File: config.mk
export PLATFORM = sky130hd
export DESIGN_NAME = fir_coef_loader
export DESIGN_NICKNAME = d
export VERILOG_FILES = /design/src/rtl/fir_coef_loader.sv
export SDC_FILE = /design/constraint.sdc
export NUM_CORES = 1
export LEC_CHECK = 0
export BUFFER_PORTS_ARGS = -buffer_cell sky130_fd_sc_hd__buf_2
export CAP_MARGIN = 20
export CORE_ASPECT_RATIO = 1.5
export CORE_MARGIN = 2
export CORE_UTILIZATION = 50
export CTS_BUF_LIST = sky130_fd_sc_hd__clkbuf_8
export DETAILED_ROUTE_END_ITERATION = 12
export PLACE_DENSITY = 0.89
export SLEW_MARGIN = 15
export SYNTH_ARGS = -nofsm -noshare
export SYNTH_HDL_FRONTEND = slang
export SYNTH_SLANG_ARGS = --single-unit
File: constraint.sdc
create_clock -name clk -period 3 [get_ports clk]
set_input_delay 0.9 -clock clk [delete_from_list [all_inputs] [get_ports clk]]
set_output_delay 0.9 -clock clk [all_outputs]
set_load 0.02 [all_outputs]
File: src/rtl/fir_coef_loader.sv
// fir_coef_loader
//   Write side of the FIR coefficient RAM read by micFilter over fir_memory_s2.
//   Loads a (base, count) block from a valid/ready word stream into RAM port s1,
//   one word per clock, and reports busy/done/aborted status to the control logic.
//
//   Build option: define FIR_LOADER_VERIFY_EN to read the loaded range back after
//   the write pass and compare its checksum with the sum of the accepted words.
//
//   state  | meaning
//   IDLE   | waiting for cmd_start
//   WRITE  | accepting stream words, one RAM write per accepted word
//   VERIFY | reading the loaded range back and summing the returned words
//   FINISH | load complete; done pulses on the following cycle
module fir_coef_loader #(
    parameter int ADDR_W = 15,
    parameter int DATA_W = 32,
    parameter int RD_LAT = 1
) (
    input  logic                clk,
    input  logic                rst,
    input  logic                cmd_start,
    input  logic                cmd_abort,
    input  logic [ADDR_W-1:0]   cmd_base,
    input  logic [ADDR_W:0]     cmd_count,
    input  logic [DATA_W-1:0]   in_data,
    input  logic                in_valid,
    output logic                in_ready,
    output logic [ADDR_W-1:0]   s1_address,
    output logic                s1_chipselect,
    output logic                s1_write,
    output logic [DATA_W-1:0]   s1_writedata,
    output logic [DATA_W/8-1:0] s1_byteenable,
    output logic                s1_clken,
    input  logic [DATA_W-1:0]   s1_readdata,
    output logic                busy,
    output logic                done,
    output logic                aborted,
    output logic                verify_err
);

    typedef enum logic [1:0] {
        IDLE   = 2'd0,
        WRITE  = 2'd1,
        VERIFY = 2'd2,
        FINISH = 2'd3
    } state_t;

    localparam logic [ADDR_W:0] CNT_ONE = {{ADDR_W{1'b0}}, 1'b1};

`ifdef FIR_LOADER_VERIFY_EN
    localparam state_t AFTER_WRITE = VERIFY;
`else
    localparam state_t AFTER_WRITE = FINISH;
`endif

    state_t              state;
    state_t              next_state;
    logic [ADDR_W-1:0]   base_q;
    logic [ADDR_W:0]     count_q;
    logic [ADDR_W:0]     idx_q;
    logic                done_q;
    logic                aborted_q;
    logic                cs_q;
    logic                we_q;
    logic [ADDR_W-1:0]   addr_q;
    logic [DATA_W-1:0]   wdata_q;

    logic                busy_int;
    logic                start_ok;
    logic                abort_ok;
    logic                accept;
    logic                last_accept;

    // done is registered, so the unit still reports busy in the done cycle;
    // a new start is only taken once both have dropped.
    assign busy_int    = (state != IDLE) || done_q;
    assign start_ok    = cmd_start && !busy_int;
    assign abort_ok    = cmd_abort && (state != IDLE);
    assign in_ready    = (state == WRITE);
    assign accept      = in_valid && in_ready;
    assign last_accept = accept && (idx_q == count_q - CNT_ONE);

`ifdef FIR_LOADER_VERIFY_EN
    logic [DATA_W-1:0]   wsum_q;
    logic [DATA_W-1:0]   rsum_q;
    logic [ADDR_W:0]     ridx_q;
    logic [ADDR_W:0]     rcnt_q;
    logic [RD_LAT-1:0]   rd_pipe_q;
    logic                verr_q;
    logic                rd_req;
    logic                rd_issue;
    logic                rd_ret;
    logic                last_ret;

    assign rd_req   = (state == VERIFY) && (ridx_q != count_q) && !cmd_abort;
    assign rd_issue = cs_q && !we_q;
    assign rd_ret   = rd_pipe_q[RD_LAT-1] && (state == VERIFY) && !cmd_abort;
    assign last_ret = rd_ret && (rcnt_q == count_q - CNT_ONE);

    // checksums of written and read-back words, read issue/return tracking
    always_ff @(posedge clk) begin
        if (rst || start_ok) begin
            wsum_q    <= '0;
            rsum_q    <= '0;
            ridx_q    <= '0;
            rcnt_q    <= '0;
            rd_pipe_q <= '0;
            verr_q    <= 1'b0;
        end else begin
            if (accept) begin
                wsum_q <= wsum_q + in_data;
            end
            if (rd_req) begin
                ridx_q <= ridx_q + CNT_ONE;
            end
            rd_pipe_q <= (rd_pipe_q << 1) | RD_LAT'(rd_issue);
            if (rd_ret) begin
                rsum_q <= rsum_q + s1_readdata;
                rcnt_q <= rcnt_q + CNT_ONE;
                if (last_ret) begin
                    verr_q <= (rsum_q + s1_readdata) != wsum_q;
                end
            end
        end
    end

    assign verify_err = verr_q;
`else
    logic unused_rdata;
    localparam int unused_rd_lat = RD_LAT;

    assign unused_rdata = ^s1_readdata;
    assign verify_err   = 1'b0;
`endif

    // state register
    always_ff @(posedge clk) begin
        if (rst) begin
            state <= IDLE;
        end else begin
            state <= next_state;
        end
    end

    // next-state decode
    always_comb begin
        next_state = state;
        case (state)
            IDLE: begin
                if (start_ok) begin
                    next_state = (cmd_count == '0) ? FINISH : WRITE;
                end
            end
            WRITE: begin
                if (abort_ok) begin
                    next_state = IDLE;
                end else if (last_accept) begin
                    next_state = AFTER_WRITE;
                end
            end
`ifdef FIR_LOADER_VERIFY_EN
            VERIFY: begin
                if (abort_ok) begin
                    next_state = IDLE;
                end else if (last_ret) begin
                    next_state = FINISH;
                end
            end
`endif
            FINISH: begin
                next_state = IDLE;
            end
            default: begin
                next_state = IDLE;
            end
        endcase
    end

    // command latch, word index and status flags
    always_ff @(posedge clk) begin
        if (rst) begin
            base_q    <= '0;
            count_q   <= '0;
            idx_q     <= '0;
            done_q    <= 1'b0;
            aborted_q <= 1'b0;
        end else begin
            done_q <= (state == FINISH) && !cmd_abort;
            if (start_ok) begin
                base_q    <= cmd_base;
                count_q   <= cmd_count;
                idx_q     <= '0;
                aborted_q <= 1'b0;
            end else begin
                if (accept) begin
                    idx_q <= idx_q + CNT_ONE;
                end
                if (abort_ok) begin
                    aborted_q <= 1'b1;
                end
            end
        end
    end

    // registered RAM port: a write the cycle after each accept, reads during verify
    always_ff @(posedge clk) begin
        if (rst) begin
            cs_q    <= 1'b0;
            we_q    <= 1'b0;
            addr_q  <= '0;
            wdata_q <= '0;
        end else begin
            cs_q <= 1'b0;
            we_q <= 1'b0;
            if (accept) begin
                cs_q    <= 1'b1;
                we_q    <= 1'b1;
                addr_q  <= base_q + idx_q[ADDR_W-1:0];
                wdata_q <= in_data;
            end
`ifdef FIR_LOADER_VERIFY_EN
            else if (rd_req) begin
                cs_q   <= 1'b1;
                addr_q <= base_q + ridx_q[ADDR_W-1:0];
            end
`endif
        end
    end

    assign s1_address    = addr_q;
    assign s1_chipselect = cs_q;
    assign s1_write      = we_q;
    assign s1_writedata  = wdata_q;
    assign s1_byteenable = '1;
    assign s1_clken      = 1'b1;
    assign busy          = busy_int;
    assign done          = done_q;
    assign aborted       = aborted_q;

endmodule

* Word-level counts from Yosys, hierarchy flattened
Index checks and enable logic that the tools add are counted.
** Operators by class
- $add $sub $neg :: 3
- Equal/unequal tests :: 5
- Muxes and demuxes :: 6
- Reductions and logical operators :: 13
** Operator list (number)
- 16-bit by 1-bit adder with 16-bit output (second input constant) :: 1
- 16-bit equality test :: 1
- 16-bit logical NOT :: 1
- 16-bit by 1-bit subtractor with 16-bit output (second input constant) :: 1
- 15-bit adder :: 1
- 2-bit 2-to-1 mux :: 4
- 1-bit logical AND :: 5
- 2-bit one-hot mux with 2 select lines :: 1
- 3-bit by 1-bit inequality test with 1-bit output (second input constant) :: 1
- 2-bit by 1-bit equality test with 1-bit output (second input constant) :: 1
- 2-bit equality test (second input constant) :: 1
- 1-bit logical NOT :: 2
- 2-bit logical NOT :: 1
- 2-bit inequality test (second input constant) :: 1
- 2-bit AND reduction :: 1
- 2-bit nonzero test :: 1
- 2-bit OR reduction :: 1
- 1-bit logical OR :: 1
- 1-bit 2-to-1 mux :: 1
** Word-level totals
- Input bits :: 100
- Register bits after elaboration :: 99

* Depth between registers and ports, before layout
- Word-level depth :: 6
- Gate-level depth with buffers :: 11
- Mapped depth without buffers :: 10

* Worst setup path after synthesis
Ideal clock, no wire load.
- Kind :: input to register
- Start :: input port cmd_start
- End :: register idx_q[0]
- Setup slack :: 0.725 ns
- Data required time :: 2.872 ns
- Library setup time :: 0.128 ns
- Path buffers :: 2
- Cell stages on the path :: 5
- Arrival time :: 2.147 ns
- Cell sequence :: or4b_2 > clkbuf_1 > nand2_1 > clkbuf_1 > nor2_1
** Between the ends
- Cells in the longest elaborated chain, start to end :: 2
** RTL lines
- start, declared :: RTL line 21 : input logic cmd_start,
- 1-bit logical AND :: RTL line 77 : assign start_ok = cmd_start && !busy_int;
- 2-bit OR reduction (no line)
- end signal, assigned :: RTL line 196 : idx_q <= idx_q + CNT_ONE;
- end, declared :: RTL line 60 : logic [ADDR_W:0] idx_q;
No other way between the ends.
A chain may end at the register's enable or synchronous reset.

* Worst setup path in the final report
- Start :: register idx_q[2]
- End :: register addr_q[14] (netlist: s1_address[14])
** Between the ends
- Cells in the longest elaborated chain, start to end :: 1
** RTL lines
- 15-bit adder :: RTL line 218 : addr_q <= base_q + idx_q[ADDR_W-1:0];
- end signal, assigned :: RTL line 218
- end, declared :: RTL line 65 : logic [ADDR_W-1:0] addr_q;
No other way between the ends.

==> implementation parameters <==
Parameter                              Value

Global route
  Wire length of the first global-routing pass ... 19800 um
  Maximum number of pins on one net before global-route repair ... 79
  Global routing usage summed across all routing layers ... a little under a quarter
  Vias in the first global route ... 4400
  Antenna violations before repair ... 0
  Remaining Overflow, GRT ... 0

Floorplanning
  Die width ... 84.2 um
  I/O Pins ... approximately 160
  Height of the die ... 124 um
  Rows ... 43
  Die Outline Area ... 10500 sq um
  Core box area ... just over 9000 sq um
  Starting density of the core ... between 50% and 60%

Power and ir drop
  Cell Pwr Density ... 472 nW/um^2
  Power after layout ... 2.67 mW
  Largest vdd supply drop ... 0.259 mV
  Power share of the sequential group ... a little over half
  Internal power ... 1.93 mW
  Pleak ... 2.42 nW
  Switch share ... approximately 28%
  Portion of total power attributed to the clock network ... around 33%
  Comb pwr share ... 15.1%
  Net load switching power ... between 700 and 800 uW

Route
  Remaining routing DRC violations ... 0
  Routed WL ... 11800 um
  Vias/cell ... 5.56
  Via total after detailed routing ... 4639
  Avg WL per Cell ... 14.2 um
  Metal3 WL ... between 800 and 900 um
  Number of DRC violations after detailed-routing iteration 0 ... 365
  Detailed-routing iteration count for the pre-antenna-repair pass ... 6
  Met2 layer wire length in the routed design ... 5850 um
  Highest signal layer in the routed design ... met4
  Sum of routed wire segments on met1 ... 4570 um
  Number of antenna-violating nets in the routed design ... 0

Layout
  Layout Utilization ... between 60% and 70%
  Final #Nets ... 835
  Synth-to-layout area growth ... 17.3%
  Final instance count without filler cells ... between 800 and 900
  Fraction of final layout cells sized beyond drive strength 1 ... between 20% and 30%
  Count of antenna diodes in the layout ... 0

Setup path
  Worst setup SP type ... flip-flop
  Buf+Inv Stages, Crit Path ... 0
  Maximum fanout along the worst path ... 8
  Maximum cell stage delay along the critical path ... 0.52 ns
  Worst-path cell chain ... ha_1 -> nor2b_1 -> o21ai_1 -> a21boi_0 -> o31ai_1 -> a21oi_1 -> or4_1 -> a311oi_1
  CP Data Required Time ... about 3.3 ns
  Kind of capture point of the worst setup path ... flip-flop
  Highest-delay cell along the critical path ... sky130_fd_sc_hd__dfxtp_1
  Top cell family by delay on the critical path ... compound AO/OA/AOI/OAI gates
  CP Data Arrival Time ... 3.01 ns
  Start-to-end type of the worst setup path ... flip-flop to flip-flop

Synth
  Area share of xor/xnor cells in the synthesized design ... 7.63%
  Synth top area share ... 41.1%
  YS warnings ... 0
  Cell taking the most area after synthesis ... sky130_fd_sc_hd__dfxtp_1
  Number of enable flip-flop cells after synthesis ... 0
  Largest family of logic cells by synthesized area ... simple AND/OR/NAND/NOR gates
  Post-Synth Adder-Cell Area ... 4.57%
  Portion of netlist area occupied by mux cells ... 0%
  Top cells by count, synth ... 156 x sky130_fd_sc_hd__nand2_1, 99 x sky130_fd_sc_hd__dfxtp_1, 87 x sky130_fd_sc_hd__a21oi_1
  Async set-reset flop share out of synthesis ... 0%
  Synth unique cells ... 58
  Cell types occupying the most area after synthesis ... sky130_fd_sc_hd__dfxtp_1 41%, sky130_fd_sc_hd__nand2_1 12%, sky130_fd_sc_hd__a21oi_1 9.0%, sky130_fd_sc_hd__xnor2_1 4.7%, sky130_fd_sc_hd__ha_1 4.2%
  Average size of a mapped cell ... 7.81 sq um
  Seq cells post-synth ... 99
  Most instantiated flip-flop cell in the synthesis netlist ... sky130_fd_sc_hd__dfxtp_1
  Post-Syn Area ... just under 5000 sq um
  Most frequent cell after synthesis ... sky130_fd_sc_hd__nand2_1
  Number of cells produced by synthesis ... approximately 600
  Share of the synthesized area in compound gates (AO/OA/AOI/OAI) ... 16.6%
  Basic-gate share of the synthesized area counting and, or, nand and nor cells ... between 20% and 30%
  Share of the yosys chip area belonging to registers ... 41.1%

Clock tree
  Clock buffer depth ... 2
  H-tree depth ... 3
  Clock latency at the later pin of the worst-skew pair ... ~0.38 ns
  TritonCTS buffer count ... 9
  Hold-fix buffers at CTS ... 0
  Clk root buf ... sky130_fd_sc_hd__clkbuf_8
  Clk sink count ... 99
  Clock tree from TritonCTS ... done
  Cts repair resizes ... 0
  Clock input transition at the sequential cells of the worst setup and hold paths ... 0.10 ns
  Number of buffers inserted to repair setup after CTS ... 0

Worst hold path
  Kind of path behind the tightest hold check ... flip-flop to flip-flop

Timing
  Hold Violations, Final ... 0
  Setup_tns ... 0 ns
  Worst Tran Pin Value ... 0.799 ns
  Max Freq ... 367 MHz
  Max-slew headroom at the worst pin ... 46.7%
  Final max-slew violation count ... 0
  Period minus WS final ... 2.73 ns
  Final-layout worst hold slack ... 0.452 ns
  Fin crit share ... 90.9%
  Setup repair after global routing missed its margin ... no
  Worst setup skew after layout ... 0.0143 ns
  Final setup fails ... 0

Job
  Maxcap violations ... 0

Placed design
  Number of placed cells counting well taps ... 819
  RePlAce Congestion ... 0.920
  Port bufs ... 120
  Detail Placement HPWL ... 8930 um

Status
  Outcome ... completed
-- metal layers --
layer | global-route usage [%] | up-vias
met5 | 0 | -
met3 | 3.19 | 50
met2 | 40.5 | 230
met1 | 25.8 | 2063
met4 | 14.4 | 0
li1 | - | 2296
-- tightest hold or removal path: stages, from the launching register on --
cell and delay (ns):
sky130_fd_sc_hd__dfxtp_1 0.31, sky130_fd_sc_hd__nand2_1 0.05, sky130_fd_sc_hd__a21oi_1 0.05
-- worst paths after layout --
check | start | endpoint | slack (ns) | cells past startpoint
hold / removal | s1_address[5] | s1_address[5] | 0.45 | 2
hold reg to reg | s1_address[5] | s1_address[5] | 0.45 | 2
setup reg to reg | idx_q[2] | s1_address[14] | 0.27 | 8
setup / recovery | idx_q[2] | s1_address[14] | 0.27 | 8
-- placed cells by master (no fill, tap or decap), types with 4 or more instances in the layout --
cell type                  synthesis  routed
sky130_fd_sc_hd__o31ai_1           5       5
sky130_fd_sc_hd__ha_1             16      16
sky130_fd_sc_hd__xnor2_1          26      26
sky130_fd_sc_hd__nor2_1           29      29
sky130_fd_sc_hd__buf_4             7       9
sky130_fd_sc_hd__or3_1             5       5
sky130_fd_sc_hd__nor3_1           14      14
sky130_fd_sc_hd__xor2_1           16      16
sky130_fd_sc_hd__buf_2             1     120
sky130_fd_sc_hd__nor4_1            7       7
sky130_fd_sc_hd__nor2b_1           5       5
sky130_fd_sc_hd__a21oi_1          87      87
sky130_fd_sc_hd__a21o_1            5       5
sky130_fd_sc_hd__inv_1            14      14
sky130_fd_sc_hd__conb_1            2       6
sky130_fd_sc_hd__o21ai_0          16      16
sky130_fd_sc_hd__dfxtp_1          99      99
sky130_fd_sc_hd__and3_1            9       9
sky130_fd_sc_hd__nand3_1          11      11
sky130_fd_sc_hd__nand2_1         156     156
sky130_fd_sc_hd__nand4_1           6       6
sky130_fd_sc_hd__or4_1             4       4
sky130_fd_sc_hd__clkbuf_8          0      10
-- power by group through the flow --
stage	logic (mW)	clock network (mW)	registers [mW]
final	0.403	0.866	1.40
after global routing	0.444	0.934	1.41
after CTS	0.401	0.886	1.40
after detailed placement	0.398	0	1.43
after global placement	0.381	0	1.43
after floorplan	0.256	0	1.45
-- metrics by stage --
step / worst slack [ns] / instance area, sq um
3_3_place_gp: 0.442 / 5450
3_5_place_dp: 0.350 / 5450
2_1_floorplan: 0.725 / 4830
5_1_grt: 0.0118 / 5650
6_report: 0.273 / 5650
4_1_cts: 0.319 / 5650
-- state kept, by name, indices dropped and copies added, names as in the netlist --
name          count
aborted           1
idx_q            16
base_q           15
done              1
count_q          16
state             2
s1_write          1
s1_address       15
s1_writedata     32
-- kinds of logic after synthesis --
logic type / count (synthesis)
xor gates and xnor gates: 42
other: 2
adders and majority gates: 17
buffers and inverters: 58
DFF: 99
AOI/OAI and AO/OA: 138
and+or+nand+nor: 261
-- area by class of cell --
class / count / area, sq um
Multi-Input combinational cell: 464 / 2610
Fill cell: 837 / 3660
Clock buffer: 10 / 138
Inverter: 15 / 56.3
Clock inverter: 6 / 62.6
Tap cell: 112 / 140
Sequential cell: 99 / 1980
Timing Repair Buffer: 129 / 668
(Power assumes the default switching activity.)
